--- src/rtl/seq_logic_sched_if.sv ---
// Request, datapath and response signals of seq_logic_sched; 'slave' is the scheduler side.
// No storage; N_REQ and ID_W must match the scheduler instance.
interface seq_logic_sched_if #(
    parameter int N_REQ = 4,
    parameter int ID_W  = $clog2(N_REQ)
) ();
    logic [N_REQ-1:0]   req_valid_i;
    logic [N_REQ-1:0]   req_ready_o;
    logic [N_REQ*8-1:0] req_a_i;
    logic [N_REQ*8-1:0] req_b_i;
    logic [N_REQ-1:0]   req_c_i;
    logic [N_REQ-1:0]   req_d_i;
    logic [7:0]         dp_a_o;
    logic [7:0]         dp_b_o;
    logic               dp_c_o;
    logic               dp_d_o;
    logic               dp_res_i;
    logic               rsp_valid_o;
    logic               rsp_ready_i;
    logic [ID_W-1:0]    rsp_id_o;
    logic               rsp_res_o;
    logic               busy_o;

    modport slave (
        input  req_valid_i, req_a_i, req_b_i, req_c_i, req_d_i, dp_res_i, rsp_ready_i,
        output req_ready_o, dp_a_o, dp_b_o, dp_c_o, dp_d_o, rsp_valid_o, rsp_id_o,
               rsp_res_o, busy_o
    );

    modport master (
        output req_valid_i, req_a_i, req_b_i, req_c_i, req_d_i, dp_res_i, rsp_ready_i,
        input  req_ready_o, dp_a_o, dp_b_o, dp_c_o, dp_d_o, rsp_valid_o, rsp_id_o,
               rsp_res_o, busy_o
    );
endinterface

--- src/rtl/seq_logic_sched.sv ---
// Round-robin scheduler sharing one fixed-latency datapath; response valid DP_LATENCY+2 cycles after grant.
// One operation in flight; a stalled response holds its result and blocks all new grants.
module seq_logic_sched #(
    parameter int N_REQ      = 4,
    parameter int DP_LATENCY = 1,
    parameter int ID_W       = $clog2(N_REQ)
) (
    input  logic             clk_i,
    input  logic             rst_ni,
    seq_logic_sched_if.slave bus
);
    localparam int CNT_W = (DP_LATENCY > 0) ? $clog2(DP_LATENCY + 1) : 1;

    typedef enum logic [1:0] {
        IDLE = 2'd0,
        WAIT = 2'd1,
        RESP = 2'd2
    } state_t;

    state_t          state, state_nxt;
    logic [CNT_W-1:0] cnt;
    logic [ID_W-1:0] ptr;
    logic [ID_W-1:0] ptr_nxt;
    logic [ID_W-1:0] gnt_id;
    logic [ID_W-1:0] gnt_idx;
    logic [ID_W:0]   scan;
    logic            gnt_vld;
    logic [ID_W+2:0] op_lsb;
    logic            launch;
    logic            capture;

    // Scan from the farthest offset down so the requester nearest ptr wins last.
    always_comb begin
        gnt_vld = 1'b0;
        gnt_idx = '0;
        scan    = '0;
        for (int i = N_REQ - 1; i >= 0; i--) begin
            scan = {1'b0, ptr} + (ID_W + 1)'(i);
            if (scan >= (ID_W + 1)'(N_REQ)) begin
                scan = scan - (ID_W + 1)'(N_REQ);
            end
            if (bus.req_valid_i[scan[ID_W-1:0]]) begin
                gnt_vld = 1'b1;
                gnt_idx = scan[ID_W-1:0];
            end
        end
    end

    assign op_lsb  = {gnt_idx, 3'b000};
    assign launch  = (state == IDLE) && gnt_vld;
    assign capture = (state == WAIT) && (cnt == '0);
    assign ptr_nxt = (gnt_idx == ID_W'(N_REQ - 1)) ? '0 : gnt_idx + 1'b1;

    always_comb begin
        bus.req_ready_o = '0;
        if (launch && rst_ni) begin
            bus.req_ready_o[gnt_idx] = 1'b1;
        end
    end

    always_comb begin
        state_nxt = state;
        case (state)
            IDLE:    if (gnt_vld) state_nxt = WAIT;
            WAIT:    if (cnt == '0) state_nxt = RESP;
            RESP:    if (bus.rsp_ready_i) state_nxt = IDLE;
            default: state_nxt = IDLE;
        endcase
    end

    always_ff @(posedge clk_i or negedge rst_ni) begin
        if (!rst_ni) begin
            state <= IDLE;
        end else begin
            state <= state_nxt;
        end
    end

    always_ff @(posedge clk_i or negedge rst_ni) begin
        if (!rst_ni) begin
            bus.dp_a_o    <= '0;
            bus.dp_b_o    <= '0;
            bus.dp_c_o    <= 1'b0;
            bus.dp_d_o    <= 1'b0;
            bus.rsp_id_o  <= '0;
            bus.rsp_res_o <= 1'b0;
            gnt_id        <= '0;
            cnt           <= '0;
            ptr           <= '0;
        end else begin
            if (launch) begin
                bus.dp_a_o <= bus.req_a_i[op_lsb +: 8];
                bus.dp_b_o <= bus.req_b_i[op_lsb +: 8];
                bus.dp_c_o <= bus.req_c_i[gnt_idx];
                bus.dp_d_o <= bus.req_d_i[gnt_idx];
                gnt_id     <= gnt_idx;
                cnt        <= CNT_W'(DP_LATENCY);
                ptr        <= ptr_nxt;
            end else if ((state == WAIT) && (cnt != '0)) begin
                cnt <= cnt - 1'b1;
            end
            if (capture) begin
                bus.rsp_res_o <= bus.dp_res_i;
                bus.rsp_id_o  <= gnt_id;
            end
        end
    end

    assign bus.rsp_valid_o = (state == RESP);
    assign bus.busy_o      = (state != IDLE);
endmodule

--- src/flat_wrapper.sv ---
// flat-port wrapper written by rule: the top's interface ports become plain ports
module seq_logic_sched_flat 
#(
    parameter int N_REQ      = 4,
    parameter int DP_LATENCY = 1,
    parameter int ID_W       = $clog2(N_REQ)
)
  (clk_i, rst_ni, bus_req_valid_i, bus_req_a_i, bus_req_b_i, bus_req_c_i, bus_req_d_i, bus_dp_res_i, bus_rsp_ready_i, bus_req_ready_o, bus_dp_a_o, bus_dp_b_o, bus_dp_c_o, bus_dp_d_o, bus_rsp_valid_o, bus_rsp_id_o, bus_rsp_res_o, bus_busy_o);
  seq_logic_sched_if #(.N_REQ(N_REQ), .ID_W(ID_W)) bus_i ();
  input  logic clk_i;
  input  logic rst_ni;
  input wire logic [$bits(bus_i.req_valid_i)-1:0] bus_req_valid_i;
  input wire logic [$bits(bus_i.req_a_i)-1:0] bus_req_a_i;
  input wire logic [$bits(bus_i.req_b_i)-1:0] bus_req_b_i;
  input wire logic [$bits(bus_i.req_c_i)-1:0] bus_req_c_i;
  input wire logic [$bits(bus_i.req_d_i)-1:0] bus_req_d_i;
  input wire logic [$bits(bus_i.dp_res_i)-1:0] bus_dp_res_i;
  input wire logic [$bits(bus_i.rsp_ready_i)-1:0] bus_rsp_ready_i;
  output wire logic [$bits(bus_i.req_ready_o)-1:0] bus_req_ready_o;
  output wire logic [$bits(bus_i.dp_a_o)-1:0] bus_dp_a_o;
  output wire logic [$bits(bus_i.dp_b_o)-1:0] bus_dp_b_o;
  output wire logic [$bits(bus_i.dp_c_o)-1:0] bus_dp_c_o;
  output wire logic [$bits(bus_i.dp_d_o)-1:0] bus_dp_d_o;
  output wire logic [$bits(bus_i.rsp_valid_o)-1:0] bus_rsp_valid_o;
  output wire logic [$bits(bus_i.rsp_id_o)-1:0] bus_rsp_id_o;
  output wire logic [$bits(bus_i.rsp_res_o)-1:0] bus_rsp_res_o;
  output wire logic [$bits(bus_i.busy_o)-1:0] bus_busy_o;
  assign bus_i.req_valid_i = bus_req_valid_i;
  assign bus_i.req_a_i = bus_req_a_i;
  assign bus_i.req_b_i = bus_req_b_i;
  assign bus_i.req_c_i = bus_req_c_i;
  assign bus_i.req_d_i = bus_req_d_i;
  assign bus_i.dp_res_i = bus_dp_res_i;
  assign bus_i.rsp_ready_i = bus_rsp_ready_i;
  assign bus_req_ready_o = bus_i.req_ready_o;
  assign bus_dp_a_o = bus_i.dp_a_o;
  assign bus_dp_b_o = bus_i.dp_b_o;
  assign bus_dp_c_o = bus_i.dp_c_o;
  assign bus_dp_d_o = bus_i.dp_d_o;
  assign bus_rsp_valid_o = bus_i.rsp_valid_o;
  assign bus_rsp_id_o = bus_i.rsp_id_o;
  assign bus_rsp_res_o = bus_i.rsp_res_o;
  assign bus_busy_o = bus_i.busy_o;
  seq_logic_sched #(.N_REQ(N_REQ), .DP_LATENCY(DP_LATENCY), .ID_W(ID_W)) u_core (.clk_i(clk_i), .rst_ni(rst_ni), .bus(bus_i));
endmodule
--- config.mk ---
export PLATFORM = sky130hd
export DESIGN_NAME = seq_logic_sched_flat
export DESIGN_NICKNAME = d
export VERILOG_FILES = /design/src/rtl/seq_logic_sched_if.sv /design/src/rtl/seq_logic_sched.sv /design/src/flat_wrapper.sv
export SDC_FILE = /design/constraint.sdc
export NUM_CORES = 1
export LEC_CHECK = 0
export CORE_UTILIZATION = 34
export CTS_CLUSTER_DIAMETER = 40
export DETAILED_ROUTE_END_ITERATION = 10
export PLACE_DENSITY = 0.77
export SYNTH_ARGS = -nofsm -noshare
export SYNTH_HDL_FRONTEND = slang
export SYNTH_SLANG_ARGS = --single-unit
--- constraint.sdc ---
create_clock -name clk_i -period 1.9 [get_ports clk_i]
set_input_delay 0.38 -clock clk_i [delete_from_list [all_inputs] [get_ports clk_i]]
set_output_delay 0.38 -clock clk_i [all_outputs]
set_load 0.01 [all_outputs]
==> metrics.txt <==
status=finished, violations left; failing checks=negative setup slack; Residual DRC=0; num rows=26; top-count cell post-synth=nor3_1; routability congestion estimate from global placement=0.7867; vias in the first global route=1,818; P_int=2684 uW; Fin. Hold Viols=0; Die Y=74.52 um; antenna diode count=0; CTS tree=built; first-pass GRT wire length=8383 um; Core ar.=0.005075 mm^2; Hold Path Class=reg2reg; Critical Path Source Type=flop; share of cells above drive strength 1=20.67%; Avg Inst Size Synth=10.10 um^2; Worst-path clk slew=0.10 ns; Seq/Total Area, Yosys=39.19%; fmax=0.4779 GHz; Net Sw Frac=36.54%; Worst R2R End=u_core.bus.dp_a_o[3]; Worst Path Arrival=1.71 ns; Period minus WS final=2.093 ns; worst path required time=1.52 ns; I/O Buffers=106; leak pwr=0.001500 uW; Final setup viols=22; Slew Limit Fails=0; starting DRC count in detailed routing=44; Final Util=63.51%; Gate Count Post-Synth=177; Synth area leader=dfrtp_1; CTS max path bufs=2; Final WS setup=-0.1927 ns; HPWL Detailed=3769 um; worst vdd rail ir drop=0.0006464 V; Critical Path Sink Type=output port; Cell Pwr Density=1312 mW/mm^2; Vias/cell=4.838; Total Routing Usage GR=19.70%; WHS=0.4849 ns; Reg2Reg Launch Point=u_core.ptr[1]; syn_nets=258; Worst Skew=0.006741 ns; origin of the worst setup path=u_core.ptr[1]; Hold Path Sink=u_core.gnt_id[1]; final period utilization=110.1%; ys async rst share=100.0%; Psw=1545 uW; Worst R2R Path Depth=8; CTS Buf Count=3; worst slew pin tran=0.3921 ns; detailed-route wire length=5260 um; pin count of the biggest net entering global routing=44; Die Wd=74.52 um; antenna violations before repair=0; slew margin rel.=73.76%; Ys Warns=0; Clock Latency Late Sink=0.28 ns; vias=1,790; Root Buffer=clkbuf_8; Layout fillers=444; Post-Synthesis Cell Area=0.001788 mm^2; RSZ-0062 raised after global routing=yes; Clock power frac=11.4%; hold depth=2; DR WL/cell=14.22 um; Post-synth EDFFs=0; top-area cell type share of the netlist area=39.19%; flop2flop setup slack=-0.13 ns; area grow syn2layout=80.27%; Clock H-tree levels=1; Yosys cell types=28; die footprint=0.005552 mm^2; IO Pins=107; crit-path max FO=4; Synth Flop Type=dfrtp_1; nets=382; 1st-pass router iterations=4; critical path class=reg2out; Hold Crit Start=u_core.gnt_id[1]; post-route ant nets=0; Seq pwr share=25.2%; Starting Density=35.23%; clock sink count=28; largest cells by area after synthesis=dfrtp_1, mux2i_1, nor3_1; total global routing overflow=0; Max-cap violations=0; most instantiated cells after synthesis=nor3_1, mux2i_1, dfrtp_1; Synth Register Bits=28; combinational fraction of design power=63.4%
cells in the final DEF, fill, tap and decap left out, types with 3 or more instances in the layout:
cell type and instances:
inv_1 3, dlygate4sd2_1 4, mux2_2 3, nor2_1 6
nor3_1 36, a21oi_1 3, clkdlybuf4s50_1 96, a211o_1 18
nand2_1 5, buf_4 24, mux2i_2 4, mux2i_1 32
buf_2 3, dfrtp_1 27, a21o_1 3, buf_12 4
clkbuf_8 3
how the worst max path moves through the flow:
stage	cells past startpoint	endpoint
floorplan	6	bus_req_ready_o[3]
global placement	7	bus_req_ready_o[3]
detailed placement	8	bus_req_ready_o[3]
CTS	6	bus_req_ready_o[3]
global route	8	bus_req_ready_o[3]
finish	6	bus_req_ready_o[3]
logic make-up after synthesis:
family,count (synthesis),share of synthesized area [%]
DFF,28,39.19
and+or+nand+nor,58,16.31
muxes,40,22.67
AOI/OAI and AO/OA,30,14.14
adders and majority gates,1,0.6997
buffers and inverters,20,6.997
metal layers:
metal	vias to the layer above	routed length, um	global-route usage (%)
met5	-	0	0
met4	0	104	7.128
met3	8	212	3.117
met2	51	2701	33.73
met1	833	2242	25.06
li1	898	-	-
metrics by stage:
stage          cells  total power [uW]  instance area (um^2)  worst slack [ns]  setup TNS [ns]
6_report         370              4229                  3223           -0.1927          -2.146
5_1_grt          370              4520                  3223           -0.2657          -3.860
3_5_place_dp     359              3575                  3028           -0.7991          -15.23
2_1_floorplan    177              2502                  1797          0.004927               0
3_3_place_gp     359              3525                  3028           -0.7607          -14.36
4_1_cts          369              4213                  3192           -0.1986          -2.041
power groups by stage:
stage	registers [uW]	logic, uW	clock network [uW]
after floorplan	1170	1330	0
after global placement	1060	2470	0
after global routing	1110	2900	516
final	1070	2680	481
after detailed placement	1070	2500	0
after CTS	1070	2660	489
worst max-delay path, stage by stage, from the launching register on:
cell and delay (ns):
dfrtp_2 0.45, or3b_4 0.42, o221ai_4 0.09, inv_1 0.07, ha_2 0.16, and3_4 0.14
buf_6 0.11
cell type report:
type,instances,area (um^2),area share [%]
clock buffers,3,41.29,1.281
clock inverters,1,30.03,0.9317
inverters,5,18.77,0.5823
multi-input cells,129,1044,32.38
flip-flops and latches,28,701.9,21.78
well taps,70,87.58,2.717
repair buffers,134,1300,40.33
what timing repair did:
item                                    in CTS  in global routing
setup buffers                                6                  1
endpoints found under the setup margin      24                 22
resized for setup                           38                  9
pin swaps                                    2                  3
hold buffers                                 0                  0
registers in the layout, summed over array words and instances (netlist names):
signal                count
u_core.ptr                2
u_core.cnt                1
u_core.bus.rsp_res_o      1
u_core.bus.dp_d_o         1
u_core.gnt_id             2
u_core.bus.dp_a_o         8
u_core.bus.dp_b_o         8
u_core.bus.dp_c_o         1
u_core.state              2
u_core.bus.rsp_id_o       2
No activity file was read; power rests on OpenSTA's default activity.
